`src/rtl/adder_share_pkg.sv`:
```
// Shared constants and types for the adder-sharing arbiter slice.
//   WORD_W    : datapath width of the shared adder
//   word_t    : one datapath word
//   COUNT_MAX : saturation value of the carry-out event counter
package adder_share_pkg;

  localparam int unsigned WORD_W = 16;

  typedef logic [WORD_W-1:0] word_t;

  localparam word_t COUNT_MAX = 16'hFFFF;

endpackage

```
`src/rtl/ripple_carry_adder_16bit.sv`:
```
// Plain 16-bit ripple-carry adder, no carry-in.
//   a, b : operands
//   sum  : a + b modulo 2^16
//   cout : carry out of bit 15
module ripple_carry_adder_16bit (
  input  logic [15:0] a,
  input  logic [15:0] b,
  output logic [15:0] sum,
  output logic        cout
);

  logic [16:0] c;

  always_comb begin
    c   = '0;
    sum = '0;
    for (int unsigned i = 0; i < 16; i++) begin
      sum[i]   = a[i] ^ b[i] ^ c[i];
      c[i+1]   = (a[i] & b[i]) | (c[i] & (a[i] ^ b[i]));
    end
    cout = c[16];
  end

endmodule

```
`src/rtl/rr_arbiter.sv`:
```
// Round-robin arbiter with a wrapping priority pointer.
//   clk, rst  : clock, synchronous active-high reset (pointer -> 0)
//   req       : request vector
//   enable    : grant allowed this cycle
//   grant     : one-hot grant (zero when disabled or no request)
//   grant_idx : index of the first requester found from the pointer
// The pointer moves to grant_idx+1 (mod NREQ) whenever a grant is issued.
module rr_arbiter #(
  parameter  int unsigned NREQ = 4,
  localparam int unsigned IDW  = $clog2(NREQ)
) (
  input  logic            clk,
  input  logic            rst,
  input  logic [NREQ-1:0] req,
  input  logic            enable,
  output logic [NREQ-1:0] grant,
  output logic [IDW-1:0]  grant_idx
);

  logic [IDW-1:0] ptr;
  logic [IDW-1:0] cand;
  logic           found;
  int unsigned    idx;

  // Search pointer, pointer+1, ... with wrap; first hit wins.
  always_comb begin
    found     = 1'b0;
    grant_idx = '0;
    cand      = '0;
    idx       = 0;
    for (int unsigned k = 0; k < NREQ; k++) begin
      idx  = (32'(ptr) + k) % NREQ;
      cand = IDW'(idx);
      if (!found && req[cand]) begin
        found     = 1'b1;
        grant_idx = cand;
      end
    end
    grant = '0;
    if (enable && found) begin
      grant[grant_idx] = 1'b1;
    end
  end

  always_ff @(posedge clk) begin
    if (rst) begin
      ptr <= '0;
    end else if (|grant) begin
      ptr <= (grant_idx == IDW'(NREQ - 1)) ? '0 : grant_idx + 1'b1;
    end
  end

endmodule

```
`src/rtl/adder_share_arbiter.sv`:
```
// Shares one ripple_carry_adder_16bit among NREQ requesters.
//   clk, rst    : clock, synchronous active-high reset
//   req_valid   : per-requester operand valid
//   req_ready   : per-requester accept (one-hot or zero)
//   req_a/req_b : packed operands, requester i at [16*i+15:16*i]
//   rsp_valid   : result register holds a result
//   rsp_ready   : downstream consumes the result
//   rsp_sum     : registered sum
//   rsp_cout    : registered carry-out
//   rsp_id      : requester owning the result
//   cout_count  : saturating count of accepted adds with carry-out
// One add is accepted per cycle whenever the result slot is free or being
// drained in the same cycle, giving 1-per-cycle throughput.
module adder_share_arbiter
  import adder_share_pkg::*;
#(
  parameter  int unsigned NREQ = 4,
  localparam int unsigned IDW  = $clog2(NREQ)
) (
  input  logic                   clk,
  input  logic                   rst,
  input  logic [NREQ-1:0]        req_valid,
  output logic [NREQ-1:0]        req_ready,
  input  logic [NREQ*WORD_W-1:0] req_a,
  input  logic [NREQ*WORD_W-1:0] req_b,
  output logic                   rsp_valid,
  input  logic                   rsp_ready,
  output logic [WORD_W-1:0]      rsp_sum,
  output logic                   rsp_cout,
  output logic [IDW-1:0]         rsp_id,
  output logic [WORD_W-1:0]      cout_count
);

  logic            can_accept;
  logic            arb_enable;
  logic [NREQ-1:0] grant;
  logic [IDW-1:0]  gidx;
  logic            transfer;
  word_t           a_mux;
  word_t           b_mux;
  word_t           add_sum;
  logic            add_cout;

  assign can_accept = !rsp_valid || rsp_ready;
  assign arb_enable = can_accept && !rst;
  assign req_ready  = grant;
  assign transfer   = |grant;

  rr_arbiter #(.NREQ(NREQ)) u_arb (
    .clk       (clk),
    .rst       (rst),
    .req       (req_valid),
    .enable    (arb_enable),
    .grant     (grant),
    .grant_idx (gidx)
  );

  assign a_mux = req_a[WORD_W*gidx +: WORD_W];
  assign b_mux = req_b[WORD_W*gidx +: WORD_W];

  ripple_carry_adder_16bit u_add (
    .a    (a_mux),
    .b    (b_mux),
    .sum  (add_sum),
    .cout (add_cout)
  );

  always_ff @(posedge clk) begin
    if (rst) begin
      rsp_valid  <= 1'b0;
      rsp_sum    <= '0;
      rsp_cout   <= 1'b0;
      rsp_id     <= '0;
      cout_count <= '0;
    end else begin
      if (transfer) begin
        rsp_valid <= 1'b1;
        rsp_sum   <= add_sum;
        rsp_cout  <= add_cout;
        rsp_id    <= gidx;
      end else if (rsp_ready) begin
        rsp_valid <= 1'b0;
      end
      if (transfer && add_cout && (cout_count != COUNT_MAX)) begin
        cout_count <= cout_count + 1'b1;
      end
    end
  end

endmodule

```
`config.mk`:
```
export PLATFORM = sky130hd
export DESIGN_NAME = adder_share_arbiter
export DESIGN_NICKNAME = d
export VERILOG_FILES = /design/src/rtl/adder_share_pkg.sv /design/src/rtl/ripple_carry_adder_16bit.sv /design/src/rtl/rr_arbiter.sv /design/src/rtl/adder_share_arbiter.sv
export SDC_FILE = /design/constraint.sdc
export NUM_CORES = 1
export LEC_CHECK = 0
export CAP_MARGIN = 10
export CORE_MARGIN = 2
export CORE_UTILIZATION = 43
export DETAILED_ROUTE_END_ITERATION = 16
export GPL_TIMING_DRIVEN = 0
export PLACE_DENSITY = 0.88
export SLEW_MARGIN = 0
export SYNTH_ARGS = -nofsm -noshare
export SYNTH_HDL_FRONTEND = slang
export SYNTH_SLANG_ARGS = --single-unit
```
`constraint.sdc`:
```
create_clock -name clk -period 15.8 [get_ports clk]
set_clock_uncertainty 0.15 [all_clocks]
set_input_delay 3.95 -clock clk [delete_from_list [all_inputs] [get_ports clk]]
set_output_delay 3.95 -clock clk [all_outputs]
set_load 0.005 [all_outputs]
```
# Word level (Yosys, flattened, before mapping)
# Index checks and enable logic that the tools add are counted.
[totals]
regBits = 38
inputBits = 135
output_inout_bits = 40
word_cells = 136
[classes]
addsub = 5
magnitude_cmp = 6
n_eq_ne = 2
shift = 2
n_mux = 22
bitwise_logic = 77
reduce_logical = 16
[op_table]
columns = ["op", "n"]
rows = [
  ["variable part select 64 x 7 -> 16 bit", 2],
  ["bitwise AND 1 bit", 31],
  ["XOR 1 bit", 31],
  ["adder 16 x 1 -> 16 bit, second input constant", 1],
  ["!= test 16 bit, second input constant", 1],
  ["less-than comparator 2 x 3 -> 1 bit, second input constant", 5],
  ["bitwise OR 1 bit", 15],
  ["two-way mux 1 bit", 11],
  ["two-way mux 2 bit", 5],
  ["binary-select mux 1 bit (select 2 bit)", 4],
  ["logical AND 1 bit", 8],
  ["logical NOT 1 bit", 5],
  ["adder 2 x 1 -> 2 bit, second input constant", 2],
  ["adder 2 bit, second input constant", 2],
  ["two-way mux 4 bit", 1],
  ["OR reduction 4 bit", 1],
  ["demux 1 bit (select 2 bit)", 1],
  ["== test 2 bit, second input constant", 1],
  [">= comparator 2 x 1 -> 1 bit, second input constant", 1],
  ["nonzero test 2 bit", 1],
  ["logical OR 1 bit", 1],
]

# Logic depth before layout (Yosys ltp)
[depth]
word_depth = 46
depth_mapped = 31
depth_no_buf = 28

# Modules after synthesis
# From an unflattened synthesis, not the netlist that was laid out.
[hier_totals]
cells_unflattened = 291
area_unflattened_um2 = 2960.3
[by_module_without_submodules]
columns = ["module", "instances", "cells_each", "area_each_um2", "seq_area_each_um2"]
rows = [
  ["adder_share_arbiter", 1, 235, 2352.3, 720.7],
  ["ripple_carry_adder_16bit", 1, 26, 350.3, 0.0],
  ["rr_arbiter", 1, 30, 257.7, 40.0],
]

# Worst setup path after synthesis
# No wires, ideal clock.
[synth_timing]
path_type = "input to register"
from = "input req_valid[2]"
to = "register cout_count[6]"
setup_ns = 0.115
arrival_ns = 11.188
required_time_ns = 15.535
setup_slack_ns = 4.348
path_stages = 28
path_buffers = 1
cell_sequence = "mux2i_1 -> nor2_1 -> a311oi_4 -> buf_2 -> mux2i_1 -> ha_1 -> fa_1 -> fa_1 -> fa_1 -> inv_1 -> fa_1 -> fa_1 -> fa_1 -> fa_1 -> fa_1 -> fa_1 -> fa_1 -> fa_1 -> fa_1 -> fa_1 -> fa_1 -> inv_1 -> fa_1 -> o41ai_1 -> nor4_4 -> o21ai_4 -> o31a_2 -> o21a_1"
[synth_between]
elab_chain_len = 46
elab_cells_between_ends = 95
classes_between = "2 x order compare; 2 x shift; 19 x mux; 61 x bitwise; 11 x reduce/logical"
[synth_rtl]
columns = ["element", "line", "text"]
rows = [
  ["start, declared", "adder_share_arbiter.sv:22", "input logic [NREQ-1:0] req_valid,"],
  ["binary-select mux 1 bit (select 2 bit)", "rr_arbiter.sv:34", "if (!found && req[cand]) begin"],
  ["two-way mux 1 bit (implied by the code)", "rr_arbiter.sv:34", ""],
  ["two-way mux 1 bit", "rr_arbiter.sv:34", ""],
  ["logical NOT 1 bit", "rr_arbiter.sv:34", ""],
  ["logical AND 1 bit", "rr_arbiter.sv:34", ""],
  ["two-way mux 1 bit", "rr_arbiter.sv:34", ""],
  ["logical NOT 1 bit", "rr_arbiter.sv:34", ""],
  ["logical AND 1 bit", "rr_arbiter.sv:34", ""],
  ["(+4 left out)", "--", ""],
  ["via gidx[0]", "adder_share_arbiter.sv:37", "logic [IDW-1:0] gidx;"],
  ["(+26 left out)", "--", ""],
  ["bitwise AND 1 bit", "ripple_carry_adder_16bit.sv:19", "c[i+1] = (a[i] & b[i]) | (c[i] & (a[i] ^ b[i]));"],
  ["bitwise OR 1 bit", "ripple_carry_adder_16bit.sv:19", ""],
  ["bitwise AND 1 bit", "ripple_carry_adder_16bit.sv:19", ""],
  ["bitwise OR 1 bit", "ripple_carry_adder_16bit.sv:19", ""],
  ["bitwise AND 1 bit", "ripple_carry_adder_16bit.sv:19", ""],
  ["bitwise OR 1 bit (*)", "ripple_carry_adder_16bit.sv:19", ""],
  ["via add_cout", "adder_share_arbiter.sv:42", "logic add_cout;"],
  ["logical AND 1 bit (*) (2 in series)", "adder_share_arbiter.sv:84", "if (transfer && add_cout && (cout_count != COUNT_MAX)) begin"],
  ["end signal, assigned", "adder_share_arbiter.sv:85", "cout_count <= cout_count + 1'b1;"],
  ["end, declared", "adder_share_arbiter.sv:31", "output logic [WORD_W-1:0] cout_count"],
]
# The timed path passes the listed nets; every way through them passes the cells marked *. The select of a mux whose other input is x is not followed.
# A chain may end at the register's enable or synchronous reset.

# Final worst setup path
[layout_timing]
from = "input req_valid[0]"
to = "register cout_count[6]"
# The elaborated chain is that of the path after synthesis.

==> impl_metrics.json <==
{
  "status": "finished clean",
  "crit_path_top_delay_cell": "clkdlybuf4s50_1",
  "coreArea_mm2": 0.007214,
  "critPathMaxFanout": 11,
  "rows": 31,
  "setup_viol": 0,
  "diodes": 0,
  "dr_total_vias": 3183,
  "critPathTopFamily": "adder cells",
  "cts_max_level": 2,
  "ant_nets": 0,
  "synth_edf_count": 0,
  "antenna_found_initial": 0,
  "netlist_instances": 332,
  "crit_buf_inv": 4,
  "yosysWarnings": 0,
  "dp_hpwl_mm": 7.990,
  "drv_cap": 0,
  "portBuffers": 173,
  "synth_fp_nets": 488,
  "root_buffer": "clkbuf_8",
  "crit_required_ns": 15.84,
  "synth.distinct_cells": 46,
  "cts_setup_buffers": 0,
  "numClockSinks": 38,
  "die_area_mm2": 0.008146,
  "fin_crit_ns": 12.58,
  "slew_violations": 0,
  "ir_drop_mv": 0.03556,
  "cts_resized": 0,
  "cts_tree": "done",
  "clkTransAtPathRegs_ns": 0.07,
  "gp_congestion": 0.8542,
  "insertion_delay_ns": 0.29,
  "avgSynthCellArea_um2": 9.637,
  "slowest_delay_ns": 0.55,
  "cts_hold_buf": 0,
  "start_util": 0.4435,
  "drt-pass1-iter-count": 4,
  "layout.nets": 668,
  "layout_commonest_cell": "clkdlybuf4s50_1",
  "grt_usage": 0.2356,
  "finalHoldViolCount": 0,
  "tns_ns": 0,
  "grt_max_degree": 12,
  "wl_mm": 9.558,
  "final_cell_mix": "173 x clkdlybuf4s50_1, 79 x mux2i_1, 38 x dfxtp_1, 27 x nand2_1, 22 x mux2_2",
  "overflow": 0,
  "max_slew_margin": 0.6079,
  "dp_slack_ns": 2.854,
  "synthToLayoutAreaGrowth_pct": 60.58,
  "routed_via_density": 5.218,
  "fill_cells": 571,
  "drive_above_1_share": 0.1076,
  "dp_cells": 604,
  "rsz0062_at_grt": "no",
  "critical_path_class": "in2reg",
  "max_freq_mhz": 79.48,
  "crit_path_frequent_cell": "fa_1",
  "routedWlPerCell_um": 15.67,
  "crit_path_start_kind": "input port",
  "final_cells": 610,
  "tightest_slew_ns": 0.5828,
  "drcViolationCount": 0,
  "syn_area_mm2": 0.003199,
  "ys_ff_latch": 38,
  "first_global_vias": 3305,
  "async_flop_share": 0,
  "crit_path_end_kind": "register",
  "setup_slack_ns": 3.218,
  "cts_made_buffers": 5,
  "leakagePower_uw": 0.001903,
  "power_density_mw_per_mm2": 76.88,
  "yosysSeqAreaShare": 0.2378,
  "crit_arrival_ns": 12.62,
  "ys.flop_type": "dfxtp_1",
  "finalCritPeriodShare": 0.7963,
  "pin_count": 175,
  "die-width_um": 90.26,
  "die_h_um": 90.26,
  "clk_path_buf_depth": 2,
  "hold_path_class": "reg2reg",
  "timing.hold.ws_ns": 0.3093,
  "grt_pass1_wl_mm": 15.64,
  "drt_iter0_drc": 89
}
==> final cells by class <==
cell class                      count  area [µm²]  share of cell area
Buffer                             23       155.1             0.03020
Timing Repair Buffer              173        1732              0.3371
Multi-Input combinational cell    263        2253              0.4386
Sequential cell                    38       760.7              0.1481
Inverter                            8       30.03            0.005845
Tap cell                           99       123.9             0.02411
Clock buffer                        6       82.58             0.01607
==> routing by layer <==
layer | track usage | share of wire
met5 | 0 | 0
met4 | 0.08974 | 0.028
met3 | 0.03923 | 0.059
met2 | 0.4511 | 0.54
met1 | 0.2576 | 0.38
==> logic make-up after synthesis <==
logic type / synth area share
and+or+nand+nor: 0.1467
xor gates and xnor gates: 0.002738
DFF: 0.2378
AOI/OAI and AO/OA: 0.1130
muxes: 0.3246
buffers and inverters: 0.05788
adders and majority gates: 0.1173
==> sequential cells by signal, indices dropped and copies added (netlist names) <==
name        count
cout_count     16
rsp_sum        16
rsp_id          2
u_arb.ptr       2
rsp_cout        1
rsp_valid       1
==> per-stage QoR <==
stage | util | instance area, µm² | power, µW
2_1_floorplan | - | 3199 | 242.7
3_3_place_gp | 0.7007 | 5055 | 327.3
3_5_place_dp | 0.7007 | 5055 | 333.9
4_1_cts | 0.7121 | 5137 | 399.7
5_1_grt | 0.7121 | 5137 | 423.3
6_report | 0.7121 | 5137 | 395.0
==> cells in the mapped netlist, types with 5 or more instances <==
cell / count / share of area
mux2i_1: 79 / 0.25
dfxtp_1: 38 / 0.24
nand2_1: 27 / 0.032
mux2_2: 22 / 0.077
nor2_1: 19 / 0.022
a21oi_1: 18 / 0.028
fa_1: 15 / 0.094
a211oi_1: 11 / 0.026
and2_1: 7 / 0.014
buf_2: 7 / 0.011
inv_1: 7 / 0.0082
o21ai_0: 7 / 0.011
buf_4: 6 / 0.014
ha_1: 6 / 0.023
clkbuf_1: 5 / 0.0059
or3_1: 5 / 0.0098
==> report_power, final <==
group	switching, µW	internal (µW)	leakage [µW]
registers	7.28	108	0.000310
clock network	31.9	33.6	0.0000431
logic	93.3	121	0.00155
total	133	262	0.00190
==> worst register-to-register path, delay by kind of cell (launching register included) <==
family	cells	cell delay (ns)
AOI/OAI and AO/OA	5	1.34
adders and majority gates	16	5.30
buffers and inverters	3	0.53
DFF	1	0.47
muxes	2	0.50
and+or+nand+nor	2	0.44
==> worst paths after layout <==
check	startpoint	to	slack [ns]	depth (start not counted)
worst max-delay path	req_valid[0]	cout_count[6]$_SDFFE_PP0P_	3.22	29
worst min-delay path	rsp_sum[15]$_SDFFE_PP0P_	rsp_sum[15]$_SDFFE_PP0P_	0.31	2
worst max register to register	u_arb.ptr[1]$_SDFFE_PP0P_	cout_count[6]$_SDFFE_PP0P_	6.94	28
worst min register to register	rsp_sum[15]$_SDFFE_PP0P_	rsp_sum[15]$_SDFFE_PP0P_	0.31	2
Note: power is estimated with default switching activity, not from simulation.
